<file path="config.mk">
export PLATFORM = sky130hd
export DESIGN_NAME = hazard_pc_ctrl
export DESIGN_NICKNAME = d
export VERILOG_FILES = /design/src/rtl/hazard_pc_ctrl_pkg.sv /design/src/rtl/hazard_pc_ctrl_sat_counter.sv /design/src/rtl/hazard_pc_ctrl.sv
export SDC_FILE = /design/constraint.sdc
export NUM_CORES = 1
export LEC_CHECK = 0
export CAP_MARGIN = 20
export CORE_MARGIN = 4
export CORE_UTILIZATION = 51
export CTS_CLUSTER_DIAMETER = 120
export DETAILED_ROUTE_END_ITERATION = 16
export PLACE_DENSITY = 0.82
export SLEW_MARGIN = 5
export SYNTH_ARGS = -nofsm -noshare
export SYNTH_HDL_FRONTEND = slang
export SYNTH_SLANG_ARGS = --single-unit
</file>
<file path="constraint.sdc">
create_clock -name clk_i -period 5.56 [get_ports clk_i]
set_input_delay 0.556 -clock clk_i [delete_from_list [all_inputs] [get_ports clk_i]]
set_output_delay 0.556 -clock clk_i [all_outputs]
set_load 0.05 [all_outputs]
</file>
<file path="src/rtl/hazard_pc_ctrl_pkg.sv">
// Shared types and constants for the PC-select / pipeline hazard controller.
package hazard_pc_ctrl_pkg;

  typedef enum logic [1:0] {
    RUN      = 2'd0,
    LU_STALL = 2'd1,
    MEM_WAIT = 2'd2
  } hz_state_e;

  localparam int   REG_ADDR_W = 5;
  localparam logic PCSEL_SEQ  = 1'b0;
  localparam logic PCSEL_BR   = 1'b1;

endpackage

</file>
<file path="src/rtl/hazard_pc_ctrl_sat_counter.sv">
// Saturating up-counter with synchronous clear; holds at all-ones instead of wrapping.
module sat_counter #(
  parameter int W = 16
) (
  input  logic         clk,
  input  logic         clr,
  input  logic         inc,
  output logic [W-1:0] count
);

  always_ff @(posedge clk) begin
    if (clr) begin
      count <= '0;
    end else if (inc && (count != {W{1'b1}})) begin
      count <= count + W'(1);
    end
  end

endmodule

</file>
<file path="src/rtl/hazard_pc_ctrl.sv">
// Resolves memory freezes, load-use bubbles and ID-stage taken branches into PC-mux and
// pipeline-register controls, and counts redirects and stall cycles.
module hazard_pc_ctrl
  import hazard_pc_ctrl_pkg::*;
#(
  parameter int CNT_W = 16
) (
  input  logic                  clk_i,
  input  logic                  rst_i,
  input  logic                  id_branch_i,
  input  logic                  id_rs_equal_i,
  input  logic [REG_ADDR_W-1:0] id_rs1_addr_i,
  input  logic [REG_ADDR_W-1:0] id_rs2_addr_i,
  input  logic                  ex_memread_i,
  input  logic [REG_ADDR_W-1:0] ex_rd_addr_i,
  input  logic                  mem_stall_i,
  output logic                  pc_select_o,
  output logic                  pc_write_o,
  output logic                  ifid_write_o,
  output logic                  ifid_flush_o,
  output logic                  idex_bubble_o,
  output logic                  pipe_freeze_o,
  output logic [CNT_W-1:0]      redirect_cnt_o,
  output logic [CNT_W-1:0]      stall_cnt_o,
  output hz_state_e             state_o
);

  hz_state_e  state_q, state_d;
  logic       lu_pend_q, lu_pend_d;
  logic       lu, lu_live, take_br;
  logic [CNT_W-1:0] redirect_q, stall_q;

  // Handshake-free block: every output is a per-cycle level, valid whenever rst_i is low.
  assign lu      = ex_memread_i && (ex_rd_addr_i != '0) &&
                   ((ex_rd_addr_i == id_rs1_addr_i) || (ex_rd_addr_i == id_rs2_addr_i));
  // In LU_STALL the EX stage holds the bubble, so a matching load there is stale.
  assign lu_live = lu && (state_q != LU_STALL);
  assign take_br = id_branch_i && id_rs_equal_i;

  always_comb begin
    pc_select_o   = PCSEL_SEQ;
    pc_write_o    = 1'b0;
    ifid_write_o  = 1'b0;
    ifid_flush_o  = 1'b0;
    idex_bubble_o = 1'b0;
    pipe_freeze_o = 1'b0;
    state_d       = RUN;
    lu_pend_d     = lu_pend_q;
    if (rst_i) begin
      lu_pend_d = 1'b0;
    end else if (mem_stall_i) begin
      pipe_freeze_o = 1'b1;
      state_d       = MEM_WAIT;
      lu_pend_d     = lu_live || lu_pend_q;
    end else if (lu_live || lu_pend_q) begin
      idex_bubble_o = 1'b1;
      state_d       = LU_STALL;
      lu_pend_d     = 1'b0;
    end else begin
      pc_write_o   = 1'b1;
      ifid_write_o = 1'b1;
      if (take_br) begin
        pc_select_o  = PCSEL_BR;
        ifid_flush_o = 1'b1;
      end
    end
  end

  always_ff @(posedge clk_i) begin
    if (rst_i) begin
      state_q   <= RUN;
      lu_pend_q <= 1'b0;
    end else begin
      state_q   <= state_d;
      lu_pend_q <= lu_pend_d;
    end
  end

  sat_counter #(.W(CNT_W)) u_redirect_cnt (
    .clk   (clk_i),
    .clr   (rst_i),
    .inc   (pc_select_o),
    .count (redirect_q)
  );

  sat_counter #(.W(CNT_W)) u_stall_cnt (
    .clk   (clk_i),
    .clr   (rst_i),
    .inc   (pipe_freeze_o || idex_bubble_o),
    .count (stall_q)
  );

  assign redirect_cnt_o = rst_i ? '0 : redirect_q;
  assign stall_cnt_o    = rst_i ? '0 : stall_q;
  assign state_o        = state_q;

endmodule

</file>
After elaboration in Yosys (flattened, before gate mapping):

Cells that the tools add are included.

* bits in registers: 35
* latch bits: 0
* RAM bits: 0
* bits in read-only memories: 0
* input bits: 21
* output and inout bits: 40
* word-level logic and storage cells: 42
* memories kept: 0

* add/sub/neg operators: 2
* multiply operators: 0
* divide/modulo/power cells: 0
* magnitude comparators: 0
* equality and inequality tests: 5
* shift operators: 0
* multiplexer cells: 18
* bitwise operators: 0
* reduce and logical (&&, ||, !) cells: 12

Operators with widths (number)
* 16-bit by 1-bit adder with 16-bit output, second input constant: 2
* 16-bit 2-to-1 mux: 2
* 16-bit inequality test, second input constant: 2
* 1-bit 2-to-1 mux: 15
* 5-bit equality test: 2
* 1-bit logical AND: 6
* 5-bit nonzero test: 1
* 1-bit logical OR: 3
* 2-bit 2-to-1 mux: 1
* 2-bit by 1-bit inequality test with 1-bit output, second input constant: 1
* 2-bit nonzero test: 1
* 2-bit OR reduction: 1

Logic depth before layout (Yosys ltp):

Gate-level depths: netlist (run 1).

* word-level depth: 10
* depth in mapped cells: 7
* gate-level depth less buffers: 6

Modules after synthesis:

From an unflattened synthesis (run 1), not the netlist that was laid out.

* cells, all modules: 274
* area, all modules: 2218.4 µm²

By module, submodules not included
* sat_counter: instances 2, cells each 99, area each 848.3 µm²
* hazard_pc_ctrl: instances 1, cells each 76, area each 521.8 µm²

Least setup slack after synthesis (run 1):

No wires, ideal clock.

* path kind: input -> output
* start point: in ex_rd_addr_i[1]
* end point: out pc_write_o
* arrival: 3227 ps
* setup slack: 1777 ps
* stages: 6
* cells stage by stage: or4_4 o221a_4 a21oi_1 inv_1 nor3_1 buf_4

* longest elaborated chain between the ends: 8
* elaborated cells between the ends (all ways): 11
* those cells by class: eq/ne (2); mux (3); reduce/logical (6)

Ends and longest elaborated chain
* start, declared: line hazard_pc_ctrl.sv:15 `input logic [REG_ADDR_W-1:0] ex_rd_addr_i,`
* 5-bit equality test / 5-bit nonzero test (equally long branches): line hazard_pc_ctrl.sv:35, hazard_pc_ctrl.sv:34
* 1-bit logical OR / 1-bit logical AND (equally long branches): line hazard_pc_ctrl.sv:35, hazard_pc_ctrl.sv:34
* 1-bit logical AND (*): line hazard_pc_ctrl.sv:34 `assign lu = ex_memread_i && (ex_rd_addr_i != '0) &&`
* 1-bit logical AND (*): line hazard_pc_ctrl.sv:37 `assign lu_live = lu && (state_q != LU_STALL);`
* 1-bit logical OR (*): line hazard_pc_ctrl.sv:55 `end else if (lu_live || lu_pend_q) begin`
* 1-bit 2-to-1 mux (*) (3 in series)
* end, declared: line hazard_pc_ctrl.sv:18 `output logic pc_write_o,`

Every way passes the cells marked *; elsewhere a longest branch is shown, timed or not.

Worst setup path after layout (run 1):

* start point: in ex_rd_addr_i[1]
* end point: out ifid_write_o

* longest elaborated chain between the ends: 8
* elaborated cells between the ends (all ways): 11
* those cells by class: eq/ne (2); mux (3); reduce/logical (6)

Ends and longest elaborated chain
* 5-bit equality test / 5-bit nonzero test (equally long branches): line hazard_pc_ctrl.sv:35, hazard_pc_ctrl.sv:34
* 1-bit logical OR / 1-bit logical AND (equally long branches): line hazard_pc_ctrl.sv:35, hazard_pc_ctrl.sv:34
* 1-bit logical AND (*): line hazard_pc_ctrl.sv:34
* 1-bit logical AND (*): line hazard_pc_ctrl.sv:37
* 1-bit logical OR (*): line hazard_pc_ctrl.sv:55
* 1-bit 2-to-1 mux (*): line hazard_pc_ctrl.sv:55
* 1-bit 2-to-1 mux (*): line hazard_pc_ctrl.sv:51 `end else if (mem_stall_i) begin`
* 1-bit 2-to-1 mux (*): line hazard_pc_ctrl.sv:49 `if (rst_i) begin`
* end, declared: line hazard_pc_ctrl.sv:19 `output logic ifid_write_o,`

Marks and branches as above.

==> results of run 1 <==
worst max-delay path by stage:
stage,from,to,slack [ns]
2_1_floorplan,ex_rd_addr_i[1],pc_write_o,1.78
3_3_place_gp,ex_rd_addr_i[1],ifid_write_o,1.66
3_5_place_dp,ex_rd_addr_i[1],ifid_write_o,1.61
4_1_cts,ex_rd_addr_i[1],ifid_write_o,1.61
5_1_grt,ex_rd_addr_i[1],ifid_write_o,1.42
6_report,ex_rd_addr_i[1],ifid_write_o,1.61
per-stage QoR:
step,util,total power [mW],setup WS [ns]
after CTS,0.7283,0.5097,1.610
final,0.7283,0.5052,1.605
after global routing,0.7283,0.5268,1.424
after global placement,0.7059,0.3291,1.660
after detailed placement,0.7059,0.3305,1.611
after floorplan,-,0.3035,1.777
registers in the layout, indices dropped and copies added, names as in the netlist:
| signal | count |
|---|---|
| state_o | 2 |
| lu_pend_q | 1 |
| u_stall_cnt.count | 16 |
| u_redirect_cnt.count | 16 |
cell type report:
type | count | share of cell area
repair buffers | 60 | 0.2153
flip-flops and latches | 35 | 0.2533
clock buffers | 6 | 0.02623
multi-input cells | 188 | 0.4668
inverters | 9 | 0.01221
well taps | 48 | 0.02171
clock inverters | 2 | 0.004523
cell usage in the layout, fill, tap and decap left out, types with 2 or more instances in the layout:
| cell | n |
|---|---|
| a2111oi_0 | 2 |
| a21oi_1 | 5 |
| and3_1 | 4 |
| nand3_1 | 14 |
| ha_1 | 2 |
| nor4_1 | 3 |
| o21ai_0 | 3 |
| o41ai_1 | 4 |
| clkdlybuf4s50_1 | 59 |
| nor3_1 | 5 |
| nor2_1 | 31 |
| clkbuf_8 | 5 |
| nand2_1 | 13 |
| dfxtp_1 | 35 |
| and4_1 | 5 |
| mux2_2 | 19 |
| or4_1 | 2 |
| xnor2_1 | 14 |
| o31ai_1 | 6 |
| inv_1 | 9 |
| nand4_1 | 10 |
| nor2b_1 | 29 |
layer usage:
metal,wire (µm),GRT usage,part of all wire,up-vias
li1,-,-,-,992
met1,2198,0.2385,0.46,910
met2,2196,0.3082,0.45,68
met3,382,0.06311,0.079,6
met4,50,0.04593,0.010,0
met5,0,0,0,-
logic make-up (layout without fill, tap and decap cells):
group | after synthesis | in the layout | share of synthesized area
simple gates | 122 | 122 | 0.3183
flops | 35 | 35 | 0.3369
compound gates | 30 | 30 | 0.1239
buf+inv | 21 | 77 | 0.04212
mux | 20 | 20 | 0.1077
xor+xnor | 14 | 14 | 0.05897
fa+ha+maj | 2 | 2 | 0.01203
critical path, cell delays in order:
cell             delay, ns
clkdlybuf4s50_1       0.47
or4_4                 0.58
o221a_4               0.31
a21oi_1               0.34
inv_1                 0.10
nor3_1                0.19
clkdlybuf4s50_1       0.85
power groups by stage:
stage                     clock (mW)  combinational (mW)  sequential, mW
after floorplan                    0              0.0422           0.261
after global routing           0.196              0.0765           0.255
after CTS                      0.184              0.0710           0.254
after global placement             0              0.0691           0.260
final                          0.180              0.0705           0.254
after detailed placement           0              0.0704           0.260
==> summary by stage, run 1 <==
Die
In this run the count of I/O pins placed on the die edge is slightly above 60. Measured along the y axis, the die boundary spans 71.86 µm. The die covers 5163 µm². The number of rows created at floorplan is 22. The initial utilization of the core area, before any placement, comes to 0.5474. The die width is 71.86 µm. In this run the standard cell core region covers 3799 µm².

Layout
The combined area of the multi-input logic cells is about 1300 µm². Of the cells placed in the final design, the portion with a size suffix greater than 1 is 0.1133. The synthesis-to-finish area growth is 33.03%. The sequential standard cell area is around 700 µm². The fill cell instance count of the final layout is about 320. The final layout contains between 300 and 400 nets. Once layout is done, the placed cells without fillers occupy around 2800 µm². The finished layout holds 348 standard cells, fillers aside.

0 antenna diodes ended up in the layout.

Worst setup path
The worst register-to-register path ends at u_redirect_cnt.count[14]. The endpoint class of the critical path is an output pin. The worst setup path is launched from a primary input. Counting cells, the worst reg-to-reg path comes to 6. The worst-case register-to-register setup slack is between 3 and 4 ns. The critical path class is primary input to output pin.

The worst register-to-register path begins at u_redirect_cnt.count[0]. The required time at the worst-slack endpoint is about 5.0 ns. In this run the worst path has a maximum fanout of 7. The arrival time of data at the critical path endpoint is ~3.4 ns.

Timing
Setup total negative slack on the finished layout was measured at 0 ns. For the pin with the worst max-slew slack, the measured transition is between 1 and 1.5 ns. The hold violation count in the final report is 0. On the final layout, the worst clock skew is 0.006794 ns. Setup repair after global routing left no endpoint under its margin. The post-route minimum period is roughly 4.0 ns. Setup violations remaining at the end of the flow were counted as 0. In this run the tightest slew margin relative to its limit is 0.2990.

The timing-limited maximum frequency is between 200 and 300 MHz. The number of max-slew violations in the final report was 0. The share of the clock period used by the worst path is 0.7113. The tightest hold path in the finished design has a slack of 0.4530 ns.

Logic synthesis
Yosys attributes the largest share of cell area to dfxtp_1 34%, mux2_2 10%, nor2b_1 8.7%. The post-synthesis sequential area ratio is 0.3369. By instance count, the leading cell after synthesis is dfxtp_1. Counting every instance in the synthesized netlist gives approximately 240. The area fraction of the dominant cell type after synthesis is 0.3369.

In the synthesized netlist, the cells that appear most often are 35 x dfxtp_1, 31 x nor2_1, 29 x nor2b_1. The number of enable-type register cells in the synthesized netlist is 0. Each instance of the synthesized netlist takes up on average around 8.5 µm². Counting flops and latches in the post-synthesis netlist gives 35.

The most area-hungry cell type in the Yosys netlist is dfxtp_1. Of all flip-flops after synthesis, the portion carrying an async set or reset was 0. In this run the cell area of the synthesized design comes to 2079 µm². Counting every net in the synthesized netlist gives between 200 and 300. The number of different library cells used by synthesis comes to a little over 40. Yosys printed 0 warnings. The main flop type after synthesis is dfxtp_1.

Pwr
The share of total power consumed by net switching is 0.2679. Of the total power, registers draw 0.504. Dividing total power by cell area gives a power density of roughly 180 nW/µm². The part of the power in combinational logic is 0.140. For this design the static power due to leakage is between 0.9 and 1 nW.

IR analysis of the VDD net gives a maximum drop of around 170 µV. The internal cell power is approximately 370 µW. Of the total power, the clock network draws 0.357. The net switching power is approximately 140 µW.

CTS
The post-cts sizing count is 0. The post-CTS setup buffer count is 0. The TritonCTS clock tree is built. For this design, the sink count on the clock tree is 35. The number of clock buffers added by TritonCTS is 5. The hold buffer count at cts is 0. Clock-pin slew was measured on the worst setup and hold paths at around 0.07 ns. The source-to-sink clock delay at the later pin of the worst-skew pair is ~0.29 ns. The clock passes through at most 2 buffers. The H-tree was split into 2 levels. The clock root buffer master is clkbuf_8.

Route
Dividing the detail-routed via count by the number of cells gives 5.678. The number of antenna-violating nets in the routed design is 0. The routed design has between 4 and 5 mm of wire. The number of search-and-repair iterations in the first detailed-routing pass is 4. In the routed design, unresolved DRC markers number 0. For this block, the initial DRC count from the detailed router was 81. The routed length per placed instance is around 14 µm.

The total vias in the final route is 1976.

Min path
The worst hold path startpoint is u_stall_cnt.count[15]. The type of the worst min-delay path is flop to flop. Counting instances, the worst hold path has a depth of 1.

The destination of the worst hold path is u_stall_cnt.count[15].

Placement
The number of buffers inserted by port buffering is 60. After detailed placement, the design holds a cell count of 340. In this run the cell area measured after placement is between 2000 and 3000 µm².

The global placer's final weighted congestion is between 0.8 and 0.9. Detailed placement ended at an HPWL of between 3 and 4 mm.

Global routing
Entering global routing, the biggest net connects 64 pins. In the global route stage, overall resource usage came out at 0.1884. The number of global-route vias before repair is between 1500 and 2000.

The first-pass GRT wire length is 7.935 mm. The total congestion overflow after global routing is 0. The number of antenna violations at the first check in global routing came to 0.

Run status
The flow ran to the end, and the final reports show no timing, DRC or antenna violations.

Job
The tool flagged a number of max-cap violations equal to 0.
Power figures use the tool's default switching activity.
==> inputs of run 2 (changes only) <==
--- a/config.mk
+++ b/config.mk
@@ -7,10 +7,10 @@
 export LEC_CHECK = 0
 export CAP_MARGIN = 20
 export CORE_MARGIN = 4
-export CORE_UTILIZATION = 51
+export CORE_UTILIZATION = 43
 export CTS_CLUSTER_DIAMETER = 120
 export DETAILED_ROUTE_END_ITERATION = 16
-export PLACE_DENSITY = 0.82
+export PLACE_DENSITY = 0.74
 export SLEW_MARGIN = 5
 export SYNTH_ARGS = -nofsm -noshare
 export SYNTH_HDL_FRONTEND = slang
==> constraint.sdc (replaced) <==
create_clock -name clk_i -period 3.4 [get_ports clk_i]
set_input_delay 0.34 -clock clk_i [delete_from_list [all_inputs] [get_ports clk_i]]
set_output_delay 0.34 -clock clk_i [all_outputs]
set_load 0.05 [all_outputs]
==> run 2 against run 1 <==
  * Hold slack improved by 0.017 ns
  * Power up 85%
  * Die area up 16%
  * Setup slack got worse by 1.0 ns
  * Via count down 0.51%
  * Clock skew down 0.0018 ns
  * First-iteration DRC count is 12% higher
  * Highest routed layer unchanged
==> summary by stage, run 2 (synthesis results as in run 1) <==
Run status
The flow ran to the end, and the final reports show no timing, DRC or antenna violations.

Timing
The worst slew slack as a fraction of its limit is 0.4005 (+0.1015). The number of endpoints failing setup at the final stage is 0 (unchanged). The pin slew with the least headroom to its limit is 0.8993 ns (-0.1522 ns). Of the available clock period, the critical path in the final layout requires 0.8241. The total negative slack for setup checks is 0 ns (unchanged).

The number of max-slew violations in the final report is 0 (unchanged). The hold violation count in the final report is 0 (unchanged). Setup repair after global routing left no endpoint under its margin. The minimum setup slack in the final design was 0.5979 ns (-1.007 ns). The post-route minimum period is around 2.8 ns. The largest clock skew in the final design is 0.005039 ns (-0.001755 ns). Based on the critical path, the design can be clocked at up to roughly 360 MHz.

Layout
The cell area after layout is 2882 µm² (+4.2%). The commonest non-fill, non-tap cell in the layout is clkdlybuf4s50_1. The count of nets after finishing came to 327 (+1.6%). The synthesis-to-finish area growth is 38.57%.

The final core area utilization was 0.6141 (-0.1141). The top cell types in the final layout, fill and taps aside, are 54 x clkdlybuf4s50_1, 35 x dfxtp_1, 31 x nor2_1. The number of inserted diodes is 0 (unchanged). The layout cell share with drive strength beyond 1 came to 0.1475 (+0.03421).

Pwr
The largest vdd supply drop was 280.3 µV (+66%). The sum of internal, switching and leakage power is 935.9 µW (+85%). The power density of the placed cells is 324.8 nW/µm² (+78%). The static leakage power was 1.028 nW (+6.8%).

Global routing
The first-pass GRT wire length was 8.666 mm (+9.2%). The pin count of the biggest net entering global routing came to 54 (-16%). The global routing usage summed across all routing layers is 0.1744 (-0.01398). The total congestion overflow after global routing is 0 (unchanged). The number of antenna violations at the first check in global routing came to 0 (unchanged). The number of global-route vias before repair is 1876 (+4.1%).

Route
The routed length per placed instance is 14.26 µm (+2.8%). The number of search-and-repair iterations in the first detailed-routing pass is 4 (unchanged). The number of vias per cell after detailed routing is 5.476 (-3.6%).

The aggregate routed wire length was 5.121 mm (+6.1%). The detailed router's first-iteration violation count was 91 (+12%). The number of antenna-violating nets in the routed design was 0 (unchanged). The total vias in the final route was 1966 (-0.51%). The DRC violations left is 0 (unchanged).

Worst setup path
The critical register-to-register path startpoint is u_redirect_cnt.count[0]. The endpoint class of the critical path is an output pin. The launching element type of the critical path is a primary input.

The worst-case register-to-register setup slack is 0.95 ns (-2.22 ns). The critical path class is primary input to output pin. The required time at the worst-slack endpoint came to 3.06 ns (-1.94 ns). The arrival time of data at the critical path endpoint is 2.46 ns (-0.94 ns). The largest fanout on the critical path came to 7 (unchanged). The first element of the critical path is ex_rd_addr_i[1].

CTS
The TritonCTS clock tree is built. The hold buffer count at cts is 0 (unchanged). The clock root buffer master is clkbuf_8. The source-to-sink clock delay at the later pin of the worst-skew pair is 0.29 ns (about the same). The post-CTS setup buffer count is 0 (unchanged). The clock-pin slew on the worst setup and hold paths came to 0.07 ns (about the same). The total clock buffers created by CTS is 5 (unchanged). The number of H-tree levels is 2 (unchanged). The post-cts sizing count is 0 (unchanged).

The number of clock sinks seen by CTS is 35 (unchanged). The maximum clock path buffer count is 2 (unchanged).

Min path
The type of the worst min-delay path is flop to flop. The startpoint identified for the worst hold timing path is u_stall_cnt.count[15].

Placement
The post-place instance area came to 2764 µm² (+3.1%). The number of buffers inserted by port buffering is 60 (unchanged). The global placer's final weighted congestion is 0.7614 (-5.6%). The setup slack at placement came to 0.5959 ns (-1.015 ns).

The final HPWL from detailed placement was 3.742 mm (+7.3%).

Die
The number of rows created at floorplan is 25 (+14%). The placeable core region came to 4692 µm² (+24%). The initial standard-cell utilization of the core is 0.4432 (-0.1042). The overall die area came to 6012 µm² (+16%).

The overall die height is 77.54 µm (+7.9%). The number of placed I/O pins was 61 (unchanged). The die width is 77.54 µm (+7.9%).

Job
The count of max-cap constraint violations is 0 (unchanged).
run 2: cell count changes in the layout (fill, tap and decap cells not counted), sizes merged:
cell	change
buf	+10
clkdlybuf4s50	-5
bufinv	+1
clkinvlp	-1
run 2: area by class of cell:
cell class              instances  area [µm²]
clock inverters                 2       35.03
well taps                      54       67.56
clock buffers                   6       82.58
inverters                       9       33.78
repair buffers                 65       670.6
flip-flops and latches         35       700.7
multi-input cells             188        1291
fillers                       429        1810
run 2: where the power goes:
part / switching, mW / total, mW / internal [mW]
logic: 0.0692 / 0.127 / 0.0578
clock network: 0.156 / 0.393 / 0.237
registers: 0.00322 / 0.416 / 0.412
run 2: per-layer routing:
layer | global-route usage | share of wire
met1 | 0.2328 | 0.47
met2 | 0.2703 | 0.46
met3 | 0.05220 | 0.057
met5 | 0 | 0
met4 | 0.05338 | 0.0068
run 2: worst max-delay path, cell delays in order:
cell and delay (ns):
clkdlybuf4s50_1 0.47, or4_4 0.58, o221a_4 0.30, a21oi_1 0.19, inv_1 0.07, nor2_1 0.31, buf_12 0.19
run 2: worst paths after layout:
kind	depth (start not counted)	to
worst max-delay path	7	pc_select_o
worst max register to register	6	u_redirect_cnt.count[14]
worst min-delay path	1	u_stall_cnt.count[15]
worst min register to register	1	u_stall_cnt.count[15]
run 2: per-stage QoR:
step | std cells | hold WS, ns
after floorplan | 244 | 0.4168
after global placement | 351 | 0.4494
after detailed placement | 351 | 0.4662
after CTS | 359 | 0.4792
after global routing | 359 | 0.5011
final | 359 | 0.4697
==> inputs of run 3 (changes only) <==
--- a/config.mk
+++ b/config.mk
@@ -7,10 +7,10 @@
 export LEC_CHECK = 0
 export CAP_MARGIN = 20
 export CORE_MARGIN = 4
-export CORE_UTILIZATION = 43
+export CORE_UTILIZATION = 47
 export CTS_CLUSTER_DIAMETER = 120
 export DETAILED_ROUTE_END_ITERATION = 16
-export PLACE_DENSITY = 0.74
+export PLACE_DENSITY = 0.76
 export SLEW_MARGIN = 5
 export SYNTH_ARGS = -nofsm -noshare
 export SYNTH_HDL_FRONTEND = slang
==> constraint.sdc (replaced) <==
create_clock -name clk_i -period 2.7 [get_ports clk_i]
set_input_delay 0.27 -clock clk_i [delete_from_list [all_inputs] [get_ports clk_i]]
set_output_delay 0.27 -clock clk_i [all_outputs]
set_load 0.05 [all_outputs]
==> run 3 against run 2 <==
  * Setup slack got worse by 0.46 ns
  * Routed wire length down 2.4%
  * Critical path depth up 1
  * Critical path type unchanged
  * Largest power group unchanged
==> summary by stage, run 3 (synthesis results as in run 1) <==
Timing
Setup repair after global routing left no endpoint under its margin. The worst slew slack as a fraction of its limit is 0.4678 (+0.06735). The minimum setup slack in the final design is 0.1398 ns (-0.4581 ns).

The hold violation count in the final report is 0 (unchanged). The number of endpoints failing setup at the final stage is 0 (unchanged). The largest clock skew in the final design was 0.005042 ns (+0.000003910 ns).

The total negative slack for setup checks is 0 ns (unchanged). The post-route minimum period is around 2.6 ns. For this run, the top clock speed supported by timing is roughly 400 MHz. The number of max-slew violations in the final report is 0 (unchanged). The pin slew with the least headroom to its limit is 0.7915 ns (-0.1078 ns).

Dividing the final minimum period by the clock period gives 0.9482.

Pwr
The part of the power in combinational logic is 0.150 (+0.014). The largest vdd supply drop was 350.0 µV (+25%). The share of total power consumed by net switching is 0.2515 (+0.007542). The net switching power is 278.5 µW (+22%). The static leakage power was 1.038 nW (+1.0%). The sum of internal, switching and leakage power is 1.108 mW (+18%). The share of power burned in the clock network was 0.377 (-0.043). The share of total power in sequential cells is 0.473 (+0.029). The power density of the placed cells came to 380.7 nW/µm² (+17%).

The internal cell power is 829.1 µW (+17%).

Layout
The layout cell share with drive strength beyond 1 is 0.1656 (+0.01804). The cell area after layout is 2909 µm² (+0.96%). The fill cell instance count of the final layout came to 338 (-21%). The library cell used most frequently in the layout, excluding fill and tap cells, is clkdlybuf4s50_1. The synthesis-to-finish area growth is 39.89%. In the layout the commonest cells are 54 x clkdlybuf4s50_1, 35 x dfxtp_1, 30 x nor2_1. The number of inserted diodes came to 0 (unchanged). The count of nets after finishing is 330 (+0.92%).

Global routing
The global routing usage summed across all routing layers is 0.1867 (+0.01227). The total congestion overflow after global routing is 0 (unchanged). The number of global-route vias before repair is 1913 (+2.0%). The number of antenna violations at the first check in global routing is 0 (unchanged).

The pin count of the biggest net entering global routing is 50 (-7.4%). The first-pass GRT wire length is 8.197 mm (-5.4%).

CTS
The total clock buffers created by CTS is 5 (unchanged). The number of H-tree levels was 2 (unchanged). The post-cts sizing count is 0 (unchanged). The clock-pin slew on the worst setup and hold paths is 0.07 ns (about the same). The hold buffer count at cts is 0 (unchanged). The cell sitting at the root of the clock tree is a clkbuf_8. The number of clock sinks seen by CTS is 35 (unchanged). The post-CTS setup buffer count is 0 (unchanged). TritonCTS built the clock tree.

The maximum clock path buffer count is 2 (unchanged). The source-to-sink clock delay at the later pin of the worst-skew pair was 0.29 ns (about the same).

Worst setup path
The largest fanout on the critical path is 7 (unchanged). The worst stage delay on the critical path is 0.57 ns (about the same). The arrival time of data at the critical path endpoint is 2.29 ns (-0.17 ns). The required time at the worst-slack endpoint is 2.43 ns (-0.63 ns). The critical path class is primary input to output pin. The launching element type of the critical path is a primary input. Traced cell by cell, the critical path runs through clkdlybuf4s50_1, or4_4, o221a_4, a21oi_2, inv_1, nor3_2, buf_4, buf_12.

The worst setup path is captured at an output pin. The slowest stage cell on the critical path is or4_4. The worst path buffer plus inverter count is 4 (+1). The cell family contributing the most delay on the critical path is buffers and inverters.

Run status
The flow ran to the end, and the final reports show no timing, DRC or antenna violations.

Placement
The global placer's final weighted congestion is 0.8043 (+5.6%). The final HPWL from detailed placement came to 3.799 mm (+1.5%). The number of buffers inserted by port buffering is 60 (unchanged).

The setup slack at placement was 0.09079 ns (-0.5051 ns). The post-place instance area is 2801 µm² (+1.4%).

Die
The placeable core region came to 4144 µm² (-12%). The number of placed I/O pins came to 61 (unchanged). The overall die area is 5552 µm² (-7.7%). The initial standard-cell utilization of the core came to 0.5018 (+0.05861).

The overall die height is 74.52 µm (-3.9%). The number of rows created at floorplan is 23 (-8.0%). The die width was 74.52 µm (-3.9%).

Route
The number of vias per cell after detailed routing was 5.559 (+1.5%). The number of antenna-violating nets in the routed design is 0 (unchanged). The number of search-and-repair iterations in the first detailed-routing pass is 4 (unchanged). The total vias in the final route is 1990 (+1.2%). The aggregate routed wire length was 4.998 mm (-2.4%). The DRC violations left is 0 (unchanged).

The detailed router's first-iteration violation count is 82 (-9.9%). The routed length per placed instance came to 13.96 µm (-2.1%).

Job
The count of max-cap constraint violations is 0 (unchanged).

Min path
The type of the worst min-delay path is primary input to flop.
run 3: stage by stage:
step	hold slack (ns)	instances	util
2_1_floorplan	0.3468	244	-
3_3_place_gp	0.4603	350	0.6760
3_5_place_dp	0.4508	350	0.6760
4_1_cts	0.3480	358	0.7011
5_1_grt	0.3721	358	0.7020
6_report	0.3532	358	0.7020
run 3: final timing paths:
kind	endpoint	start	cells after the start	slack, ns
hold / removal	u_redirect_cnt.count[13]	rst_i	2	0.35
hold reg to reg	u_stall_cnt.count[15]	u_stall_cnt.count[15]	1	0.46
setup / recovery	pc_write_o	ex_rd_addr_i[1]	8	0.14
setup reg to reg	u_redirect_cnt.count[3]	u_redirect_cnt.count[0]	6	0.39
run 3: power by group through the flow:
stage               registers [mW]  logic (mW)  clock network, mW
floorplan                    0.538      0.0877                  0
global placement             0.535       0.163                  0
detailed placement           0.535       0.166                  0
CTS                          0.523       0.167              0.431
global route                 0.524       0.178              0.447
finish                       0.524       0.167              0.417
run 3: per-layer routing:
layer,part of all wire,global-route usage,up-vias
met3,0.072,0.03649,7
met1,0.45,0.2397,901
met2,0.46,0.3093,75
met5,0,0,-
li1,-,-,1007
met4,0.013,0.07115,0
run 3: layout make-up:
cell class	instances	area, µm²	area share
multi-input combinational	188	1303	0.4477
tap	50	62.56	0.02151
clock inverter	1	7.507	0.002581
sequential	35	700.7	0.2409
clock buffer	7	96.34	0.03312
timing repair buffer	68	705.7	0.2426
inverter	9	33.78	0.01161
